--- config.mk ---
export PLATFORM = sky130hd
export DESIGN_NAME = fipo_byte_loader
export DESIGN_NICKNAME = d
export VERILOG_FILES = /design/src/rtl/fipo_byte_loader.sv
export SDC_FILE = /design/constraint.sdc
export NUM_CORES = 1
export LEC_CHECK = 0
export ABC_AREA = 1
export CORE_ASPECT_RATIO = 0.6
export CORE_UTILIZATION = 30
export DETAILED_ROUTE_END_ITERATION = 6
export PLACE_DENSITY = 0.57
export SYNTH_ARGS = -nofsm -noshare
export SYNTH_HDL_FRONTEND = slang
export SYNTH_SLANG_ARGS = --single-unit
--- constraint.sdc ---
create_clock -name clk -period 2.2 [get_ports clk]
set_input_delay 0.44 -clock clk [delete_from_list [all_inputs] [get_ports clk]]
set_output_delay 0.44 -clock clk [all_outputs]
set_load 0.005 [all_outputs]
--- src/rtl/fipo_byte_loader.sv ---
// Byte-to-bit-stream feeder for the serial-in/parallel-out weight memory.
// Streams TOTAL_BITS bits MSB-first per byte, then waits for end_writing with a timeout.
module fipo_byte_loader #(
  parameter int TOTAL_BITS = 312,
  parameter int BYTE_W     = 8,
  parameter int TIMEOUT    = 16
) (
  input  logic                            clk,
  input  logic                            rst,
  input  logic [BYTE_W-1:0]               byte_in,
  input  logic                            byte_valid,
  output logic                            byte_ready,
  input  logic                            fipo_end_writing,
  output logic                            serial_out,
  output logic                            serial_en,
  output logic [$clog2(TOTAL_BITS+1)-1:0] bit_count,
  output logic                            load_busy,
  output logic                            load_done,
  output logic                            load_error,
  input  logic                            rearm
);

  // state     | meaning
  // ST_IDLE   | no load in progress, waiting for first byte
  // ST_SHIFT  | emitting one bit per cycle with serial_en high
  // ST_STALL  | byte underflow mid-load, stream paused
  // ST_WAIT   | all bits sent, waiting for fipo_end_writing
  // ST_DONE   | memory confirmed end of write, hold until rearm
  // ST_ERROR  | end_writing timed out, hold until rearm

  localparam int NBYTES = TOTAL_BITS / BYTE_W;
  localparam int CNT_W  = $clog2(TOTAL_BITS + 1);
  localparam int IDX_W  = (BYTE_W > 1) ? $clog2(BYTE_W) : 1;
  localparam int ACC_W  = $clog2(NBYTES + 1);
  localparam int WAIT_W = $clog2(TIMEOUT + 1);

  typedef enum logic [2:0] {
    ST_IDLE,
    ST_SHIFT,
    ST_STALL,
    ST_WAIT,
    ST_DONE,
    ST_ERROR
  } state_t;

  state_t             state;
  state_t             state_nxt;
  logic [BYTE_W-1:0]  shreg;
  logic [IDX_W-1:0]   bit_idx;
  logic [ACC_W-1:0]   bytes_acc;
  logic [WAIT_W-1:0]  wait_cnt;
  logic               last_bit;
  logic               more_bytes;
  logic               accept;

  assign last_bit   = (bit_idx == IDX_W'(BYTE_W - 1));
  assign more_bytes = (bytes_acc < ACC_W'(NBYTES));
  assign accept     = byte_valid & byte_ready;

  assign serial_out = shreg[BYTE_W-1];
  assign serial_en  = (state == ST_SHIFT);
  assign load_busy  = (state == ST_SHIFT) || (state == ST_STALL) || (state == ST_WAIT);
  assign load_done  = (state == ST_DONE);
  assign load_error = (state == ST_ERROR);

  always_ff @(posedge clk) begin
    if (rst) state <= ST_IDLE;
    else     state <= state_nxt;
  end

  always_comb begin
    state_nxt  = state;
    byte_ready = 1'b0;
    case (state)
      ST_IDLE: begin
        byte_ready = 1'b1;
        if (byte_valid) state_nxt = ST_SHIFT;
      end
      ST_SHIFT: begin
        if (last_bit) begin
          byte_ready = more_bytes;
          if (!more_bytes)     state_nxt = ST_WAIT;
          else if (!byte_valid) state_nxt = ST_STALL;
        end
      end
      ST_STALL: begin
        byte_ready = 1'b1;
        if (byte_valid) state_nxt = ST_SHIFT;
      end
      ST_WAIT: begin
        // end_writing wins over a same-cycle timeout
        if (fipo_end_writing)      state_nxt = ST_DONE;
        else if (wait_cnt == '0)   state_nxt = ST_ERROR;
      end
      ST_DONE, ST_ERROR: begin
        if (rearm) state_nxt = ST_IDLE;
      end
      default: state_nxt = ST_IDLE;
    endcase
  end

  always_ff @(posedge clk) begin
    if (rst) begin
      shreg     <= '0;
      bit_idx   <= '0;
      bytes_acc <= '0;
      bit_count <= '0;
      wait_cnt  <= '0;
    end else begin
      case (state)
        ST_IDLE: begin
          if (accept) begin
            shreg     <= byte_in;
            bit_idx   <= '0;
            bytes_acc <= ACC_W'(1);
            bit_count <= '0;
            wait_cnt  <= '0;
          end
        end
        ST_SHIFT: begin
          bit_count <= bit_count + CNT_W'(1);
          if (accept) begin
            shreg     <= byte_in;
            bit_idx   <= '0;
            bytes_acc <= bytes_acc + ACC_W'(1);
          end else begin
            shreg   <= shreg << 1;
            bit_idx <= last_bit ? '0 : bit_idx + IDX_W'(1);
          end
          // timeout is a down-counter armed on the way into ST_WAIT
          if (last_bit && !more_bytes) wait_cnt <= WAIT_W'(TIMEOUT - 1);
        end
        ST_STALL: begin
          if (accept) begin
            shreg     <= byte_in;
            bit_idx   <= '0;
            bytes_acc <= bytes_acc + ACC_W'(1);
          end
        end
        ST_WAIT: begin
          if (wait_cnt != '0) wait_cnt <= wait_cnt - WAIT_W'(1);
        end
        ST_DONE, ST_ERROR: begin
          if (rearm) begin
            shreg     <= '0;
            bit_idx   <= '0;
            bytes_acc <= '0;
            bit_count <= '0;
            wait_cnt  <= '0;
          end
        end
        default: ;
      endcase
    end
  end

endmodule

==> results.toml, run 1 <==
[setup_path]
crit_arrival_ns = 1.68
reg2regPathDepth = 11
crit_type = "reg -> out"
cp.required_ns = 1.76
reg2reg_from = "bit_idx[0]"
end_kind = "output port"
start_kind = "flip-flop"
reg2reg_to = "bytes_acc[4]"
worstPathMaxFanout = 7
regToRegSetupSlack_ns = 0.33

[route]
finalWirelength_um = 4590
drtPass1Iterations = 4
post_drt_wl_per_cell_um = 11.7
ant_nets = 0
drt_iter0_drc = 93
vias = 1814
routed_via_density = 4.60
drc = 0

[floorplanning]
pin_count = 28
start_util = 0.315
die_area_mm2 = 0.00680
core-area_mm2 = 0.00617
die_y_um = 64.3
placementRows = 22
die_w_um = 106

[clock_network]
cts.path.max_buffers = 2
numClockSinks = 34
insertion_delay_ns = 0.29
cts_root_buffer = "clkbuf_8"
htreeDepth = 2
numCtsBuffers = 5
cts.hold.buffers_added = 0
path_clk_slew_ns = 0.07
cts_tree = "done"

[logic_synthesis]
synthAdderAreaFrac = 0.0322
yosysSeqAreaShare = 0.351
synth_xor_area_frac = 0.0226
yosysTopAreaCell = "dfxtp_1"
ys_types = 33
yosys-top-cells-area = "dfxtp_1 35%, nand2_1 12%, nand3_1 7.5%"
synth_simple_gate_area_share = 0.369
synth_edf_count = 0
synth.most_common_cell = "nand2_1"
async_reset_ff_frac = 0
ys_warn_count = 0
syn-num-nets = 294
avgSynthCellArea_um2 = 7.03
syn_area_mm2 = 0.00194
synth_top_family_by_area = "simple AND/OR/NAND/NOR gates"
netlist_instances = 276
synth_top_area_share = 0.351
synth_compound_area_frac = 0.137
synthMuxAreaShare = 0
synthFlopType = "dfxtp_1"
ys_top_cells_by_count = "63 x nand2_1, 34 x dfxtp_1, 29 x nand3_1"
synth_seq_cells = 34

[global_route]
gr-total-overflow = 0
grt_max_degree = 16
grt_pass1_vias = 1588
antenna_found_initial = 0
grt_pass1_wl_um = 7600
track_usage = 0.144

[placed_design]
io_buffers = 27
gp_congestion = 0.819
hpwlAfterDp_um = 3530
dpl_cell_area_mm2 = 0.00230

[sta]
worst_pin_slew_ns = 0.532
rsz0062_at_grt = "false"
maxSlewHeadroom = 0.644
clock_skew_ns = 0.0113
hold_viol = 0
fin_crit_ns = 2.12
finalSetupViolCount = 0
max_freq_ghz = 0.471
fin_crit_sh = 0.965
slew_violations = 0

[final_layout]
area_growth_pct = 25.5
fin_nets = 327
final_area_mm2 = 0.00244
finish.utilization = 0.395
final.fill_count = 655
drive_gt1_frac = 0.161
n_antenna_cell = 0

[pwr]
ir_worst_vdd_mv = 0.300
p_per_area_mw_per_mm2 = 944
leakage_nw = 0.972

[hold_path]
hold_class = "reg -> reg"
hold_depth = 2
min_from = "wait_cnt[4]"
worstHoldEndpoint = "wait_cnt[4]"

[run_status]
status = "complete, no violations"

[job]
maxCapViolCount = 0
how the worst max path moves through the flow:
stage / cells after the start / slack [ns] / endpoint / start
final: 7 / 0.08 / load_busy / state[0]
after CTS: 6 / -0.003 / load_busy / state[2]
after global routing: 7 / 0.004 / load_busy / state[0]
after global placement: 7 / 0.24 / load_busy / state[0]
after floorplan: 13 / 0.70 / shreg[1] / bit_idx[0]
after detailed placement: 10 / 0.23 / bit_count[4] / byte_valid
cell families (layout without fill, tap and decap cells):
logic type,count (synthesis),in the layout
AO/OA/AOI/OAI,46,46
XOR/XNOR,5,5
adder cells (fa/ha/maj),5,5
buffers and inverters,38,72
flip-flops,34,34
AND/OR/NAND/NOR,148,148
where the power goes:
group,total [mW],internal [mW],switching (mW)
logic,0.920,0.347,0.574
clock network,0.573,0.339,0.233
registers,0.806,0.714,0.0923
total,2.30,1.40,0.900
metrics by stage:
step	worst slack, ns	std cells	power (mW)	setup TNS, ns	hold slack, ns
2_1_floorplan	0.698	276	1.47	0	0.417
3_3_place_gp	0.242	385	1.71	0	0.436
3_5_place_dp	0.225	385	1.71	0	0.440
4_1_cts	-0.00251	394	2.30	-0.00251	0.452
5_1_grt	0.00442	394	2.46	0	0.467
6_report	0.0768	394	2.30	0	0.448
routing by layer:
layer  track usage  share of wire  up-vias
met1         0.213           0.55      807
met4        0.0521          0.014        0
met2         0.194           0.39       34
li1              -              -      965
met5             0              0        -
met3        0.0367          0.049        8
timing repair:
item / in CTS / in global routing
gates resized for setup: 8 / 4
buffers inserted: 1 / 0
setup endpoints to repair: 2 / 1
worst max-delay path, stage by stage (launching register included):
cell and delay [ns]:
dfxtp_4 0.40, inv_2 0.05, nor2_2 0.10, inv_2 0.09, nand2_2 0.10, nand2_4 0.08, nand2_1 0.08, clkdlybuf4s50_1 0.49
sequential cells by signal, indices dropped and copies added, names as in the netlist:
| name | flops |
|---|---|
| bit_idx | 3 |
| shreg | 8 |
| bytes_acc | 6 |
| wait_cnt | 5 |
| bit_count | 9 |
| state | 3 |
layout make-up:
cell class	instances	area, µm²	share of cell area
multi-input cells	204	1110	0.455
flip-flops and latches	34	689	0.283
repair buffers	31	299	0.123
inverters	33	129	0.0529
well taps	84	105	0.0431
clock buffers	7	76.3	0.0313
clock inverters	1	30.0	0.0123
layout by cell type, fill, tap and decap left out, types with 5 or more instances in the layout:
cell type and count:
a21oi_1 26, clkbuf_8 5, clkdlybuf4s50_1 26, dfxtp_1 29, inv_1 23, inv_2 8, nand2_1 61, nand2_2 10
nand3_1 29, nor2_1 28, o21a_1 7, o21ai_0 8
Power figures use the tool's default switching activity.
==> run 2, diff against run 1 <==
- GPL_TIMING_DRIVEN: unset -> 0
==> run 2 against run 1 <==
Effect of this change:
- register-to-register slack improved by 0.19 ns
- hold slack worse by 0.0054 ns
- global-route usage is 0.16 points higher
- flip-flop and latch count unchanged
- maximum frequency rose by 1.5%
- critical path depth is 2 lower
- sequential power shrank 3.5%
- final cell count is 1.0% higher
- total power rose by 2.5%
- via count is 0.50% lower
- wire length is 1.6% higher
- combinational power up 9%
==> results.toml, run 2 (synthesis gave the netlist of run 1 again) <==
[setup_path]
crit_type = "reg -> out"
slowest_delay_ns = 0.52
critical_path_buf_inv_count = 4
crit_arrival_ns = 1.65
end_kind = "output port"
cpLargestDelayFamily = "buffers and inverters"
start_kind = "flip-flop"
cp.required_ns = 1.76
path_cells = "buf_6, inv_6, nand3_4, inv_2, clkdlybuf4s50_1"
worstPathMaxFanout = 9
critPathSlowestCell = "clkdlybuf4s50_1"

[clock_network]
cts_root_buffer = "clkbuf_8"
htreeDepth = 2
cts_tree = "done"
insertion_delay_ns = 0.29
numCtsBuffers = 5
cts.path.max_buffers = 2
path_clk_slew_ns = 0.07
numClockSinks = 34

[floorplanning]
die_w_um = 106
die_y_um = 64.3
placementRows = 22
pin_count = 28
die_area_mm2 = 0.00680
core-area_mm2 = 0.00617
start_util = 0.315

[global_route]
gr-total-overflow = 0
grt_pass1_vias = 1552
antenna_found_initial = 0
grt_pass1_wl_um = 7610
grt_max_degree = 12
track_usage = 0.145

[pwr]
p_per_area_mw_per_mm2 = 955
ir_worst_vdd_mv = 0.342
power_frac_seq = 0.330
switchingPower_mw = 0.928
clkPwrFrac = 0.245
combPwrFrac = 0.425
leakage_nw = 0.993
p_int_mw = 1.43
switching_share = 0.394

[final_layout]
final_common_cell = "nand2_1"
top_regs = "bit_count (9), shreg (8), bytes_acc (6)"
n_antenna_cell = 0
layout_common_cells = "61 x nand2_1, 31 x dfxtp_1, 29 x nand3_1, 28 x nor2_1"
multiInputGateArea_mm2 = 0.00110
final-seq-area_um2 = 687
area_growth_pct = 27.1
regMostFlops = "bit_count"
stdcell_count = 398
fin_nets = 331
final.fill_count = 658
drive_gt1_frac = 0.162
largest_register_ff_count = 9

[route]
wirelength_met1_um = 2600
routed_via_density = 4.54
post_drt_wl_per_cell_um = 11.7
finalWirelength_um = 4670
drtPass1Iterations = 4
top_layer = "met4"
vias = 1805
met2_length_um = 1850
drc = 0
drt_iter0_drc = 73
ant_nets = 0
met3_length_um = 172

[sta]
maxSlewHeadroom = 0.626
fin_crit_ns = 2.09
finalSetupViolCount = 0
slew_violations = 0
hold_viol = 0
fin_crit_sh = 0.950
rsz0062_at_grt = "false"
setup_tns_ns = 0
clock_skew_ns = 0.00652
max_freq_ghz = 0.478
worst_pin_slew_ns = 0.562

[placed_design]
gp_congestion = 0.775
place_inst = 387
io_buffers = 27
hpwlAfterDp_um = 3500

[run_status]
status = "complete, no violations"

[job]
maxCapViolCount = 0

[hold_path]
hold_class = "reg -> reg"
==> run 2: changes by cell type in the layout (fill, tap and decap cells not counted) <==
cell,previous run,this run
buf_6,0,3
clkinv_2,0,2
dfxtp_1,29,31
dfxtp_2,4,2
buf_4,4,3
ha_1,4,5
ha_2,1,0
==> run 2: metrics by stage <==
step / instance area [µm²] / setup slack (ns) / util / hold WS (ns) / power, mW
after floorplan: 1940 / 0.698 / - / 0.417 / 1.47
final: 2470 / 0.109 / 0.400 / 0.442 / 2.36
after global placement: 2320 / 0.0459 / 0.376 / 0.424 / 1.74
after global routing: 2470 / 0.0115 / 0.400 / 0.468 / 2.54
after CTS: 2440 / 0.0302 / 0.395 / 0.441 / 2.34
after detailed placement: 2320 / 0.0350 / 0.376 / 0.430 / 1.75
==> run 2: timing repair <==
item | 4_1_cts | 5_1_grt
endpoints found under the hold margin | 0 | 0
pin swaps | 0 | 0
endpoints found under the setup margin | 2 | 1
hold buffers | 0 | 0
resized for setup | 7 | 2
setup buffers | 0 | 3
==> run 2: layer usage <==
layer / up-vias / GRT usage
met4: 0 / 0.0417
met1: 806 / 0.220
li1: 973 / -
met2: 20 / 0.195
met5: - / 0
met3: 6 / 0.0378
==> run 2: final cells by class <==
class,instances,area share
Multi-Input combinational cell,204,0.448
Sequential cell,34,0.278
Timing Repair Buffer,30,0.118
Inverter,33,0.0522
Tap cell,84,0.0426
Clock buffer,5,0.0279
Buffer,5,0.0167
Clock inverter,3,0.0162
==> run 2: final timing paths <==
check	startpoint	endpoint	slack (ns)	cells past startpoint
setup / recovery	state[1]	serial_en	0.11	5
hold / removal	wait_cnt[4]	wait_cnt[4]	0.44	2
setup reg to reg	bit_idx[0]	shreg[1]	0.52	13
hold reg to reg	wait_cnt[4]	wait_cnt[4]	0.44	2
==> run 2: power groups by stage <==
stage          registers [mW]  clock network, mW  logic [mW]
2_1_floorplan           0.777                  0       0.693
3_3_place_gp            0.788                  0       0.950
3_5_place_dp            0.789                  0       0.959
4_1_cts                 0.780              0.594       0.970
5_1_grt                 0.794              0.619        1.13
6_report                0.778              0.578        1.00
==> run 2: tightest hold or removal path: stages, from the launching register on <==
cell     delay (ns)
dfxtp_1        0.32
nand2_1        0.06
nor2_1         0.03
==> run 3, diff against run 2 <==
- CORE_UTILIZATION: 30 -> 45
- PLACE_DENSITY: 0.57 -> 0.76
- SLEW_MARGIN: unset -> 20
==> run 3 against run 2 <==
Effect of this change:
- final cell count down 6.8%
- flip-flop and latch count unchanged
- sequential share of layout area up 0.81 points
- first-iteration DRC count down 9.6%
- hold slack better by 0.0097 ns
- via count up 1.4%
- global-route usage up 6.4 points
- highest routed layer unchanged
==> results.toml, run 3 (synthesis gave the netlist of run 1 again) <==
[job]
maxCapViolCount = 0

[global_route]
grt_max_degree = 11
grt_pass1_vias = 1543
grt_pass1_wl_um = 7260
antenna_found_initial = 0
track_usage = 0.209
gr-total-overflow = 0

[clock_network]
insertion_delay_ns = 0.29
htreeDepth = 2
cts_root_buffer = "clkbuf_8"
numCtsBuffers = 5
cts.repair.resized = 4
cts.hold.buffers_added = 0
cts.path.max_buffers = 2
cts_setup_buffers = 0
numClockSinks = 34
cts_tree = "done"
path_clk_slew_ns = 0.07

[hold_path]
worstHoldEndpoint = "wait_cnt[4]"
hold_class = "reg -> reg"
hold_depth = 2
min_from = "wait_cnt[4]"

[setup_path]
reg2reg_from = "bit_idx[0]"
regToRegSetupSlack_ns = 0.55
reg2reg_to = "shreg[1]"
cp.required_ns = 1.76
start_kind = "flip-flop"
reg2regPathDepth = 13
worstPathMaxFanout = 7
crit_arrival_ns = 1.71
end_kind = "output port"
crit_type = "reg -> out"

[final_layout]
layout_common_cells = "62 x nand2_1, 32 x dfxtp_1, 29 x nand3_1, 28 x nor2_1"
largest_register_ff_count = 9
final.fill_count = 391
finish.utilization = 0.581
stdcell_count = 371
regMostFlops = "bit_count"
area_growth_pct = 23.3
drive_gt1_frac = 0.145
final_area_mm2 = 0.00239
top_regs = "bit_count (9), shreg (8), bytes_acc (6)"
final_common_cell = "nand2_1"
n_antenna_cell = 0
fin_nets = 328

[floorplanning]
die_y_um = 52.9
placementRows = 18
pin_count = 28
start_util = 0.471
die_area_mm2 = 0.00459
core-area_mm2 = 0.00412
die_w_um = 86.8

[placed_design]
io_buffers = 27
hpwlAfterDp_um = 3410
place_inst = 363
gp_congestion = 0.834
dpl_cell_area_mm2 = 0.00229

[sta]
clock_skew_ns = 0.00876
hold_ws_ns = 0.452
slew_violations = 0
finalSetupViolCount = 0
hold_viol = 0
maxSlewHeadroom = 0.626
fin_crit_sh = 0.976
fin_crit_ns = 2.15
worst_pin_slew_ns = 0.561
max_freq_ghz = 0.466

[route]
routed_via_density = 4.94
drtPass1Iterations = 4
drc = 0
finalWirelength_um = 4440
ant_nets = 0
vias = 1831
post_drt_wl_per_cell_um = 12.0
drt_iter0_drc = 66

[pwr]
p_per_area_mw_per_mm2 = 929
p_total_mw = 2.22
ir_worst_vdd_mv = 0.423
leakage_nw = 0.968

[run_status]
status = "complete, no violations"
## run 3: per-stage QoR
step	setup TNS [ns]	setup WS, ns
floorplan	0	0.698
global placement	0	0.0899
detailed placement	0	0.0658
CTS	0	0.00398
global route	-0.00671	-0.00671
finish	0	0.0538
## run 3: worst max-delay path by stage
stage | depth (start not counted) | start | slack, ns | end
after floorplan | 13 | bit_idx[0] | 0.70 | shreg[1]
after global placement | 4 | rst | 0.09 | wait_cnt[3]
after detailed placement | 4 | rst | 0.07 | wait_cnt[3]
after CTS | 7 | state[0] | 0.004 | load_busy
after global routing | 6 | state[2] | -0.007 | load_busy
final | 6 | state[2] | 0.05 | load_busy
## run 3: metal layers
layer | GRT usage | part of all wire
met5 | 0 | 0
met2 | 0.301 | 0.41
met3 | 0.0577 | 0.060
met1 | 0.303 | 0.52
met4 | 0.0556 | 0.0059
## run 3: final cells by class
type                       instances  area [µm²]  share of cell area
multi-input combinational        204        1100               0.461
sequential                        34         686               0.286
timing repair buffer              27         269               0.112
inverter                          33         129              0.0538
clock buffer                       7        86.3              0.0361
tap                               60        75.1              0.0314
buffer                             5        41.3              0.0173
clock inverter                     1        5.00             0.00209
## run 3: critical path: stages, from the launching register on
cell	delay, ns
dfxtp_1	0.35
nor2_2	0.18
inv_2	0.11
nand2_2	0.12
nand2_4	0.09
nand2_1	0.08
clkdlybuf4s50_1	0.50
## run 3: power by group
part	switching (mW)	total [mW]	internal, mW
sequential	0.0753	0.788	0.712
clock	0.225	0.478	0.252
combinational	0.597	0.958	0.361
total	0.898	2.22	1.33
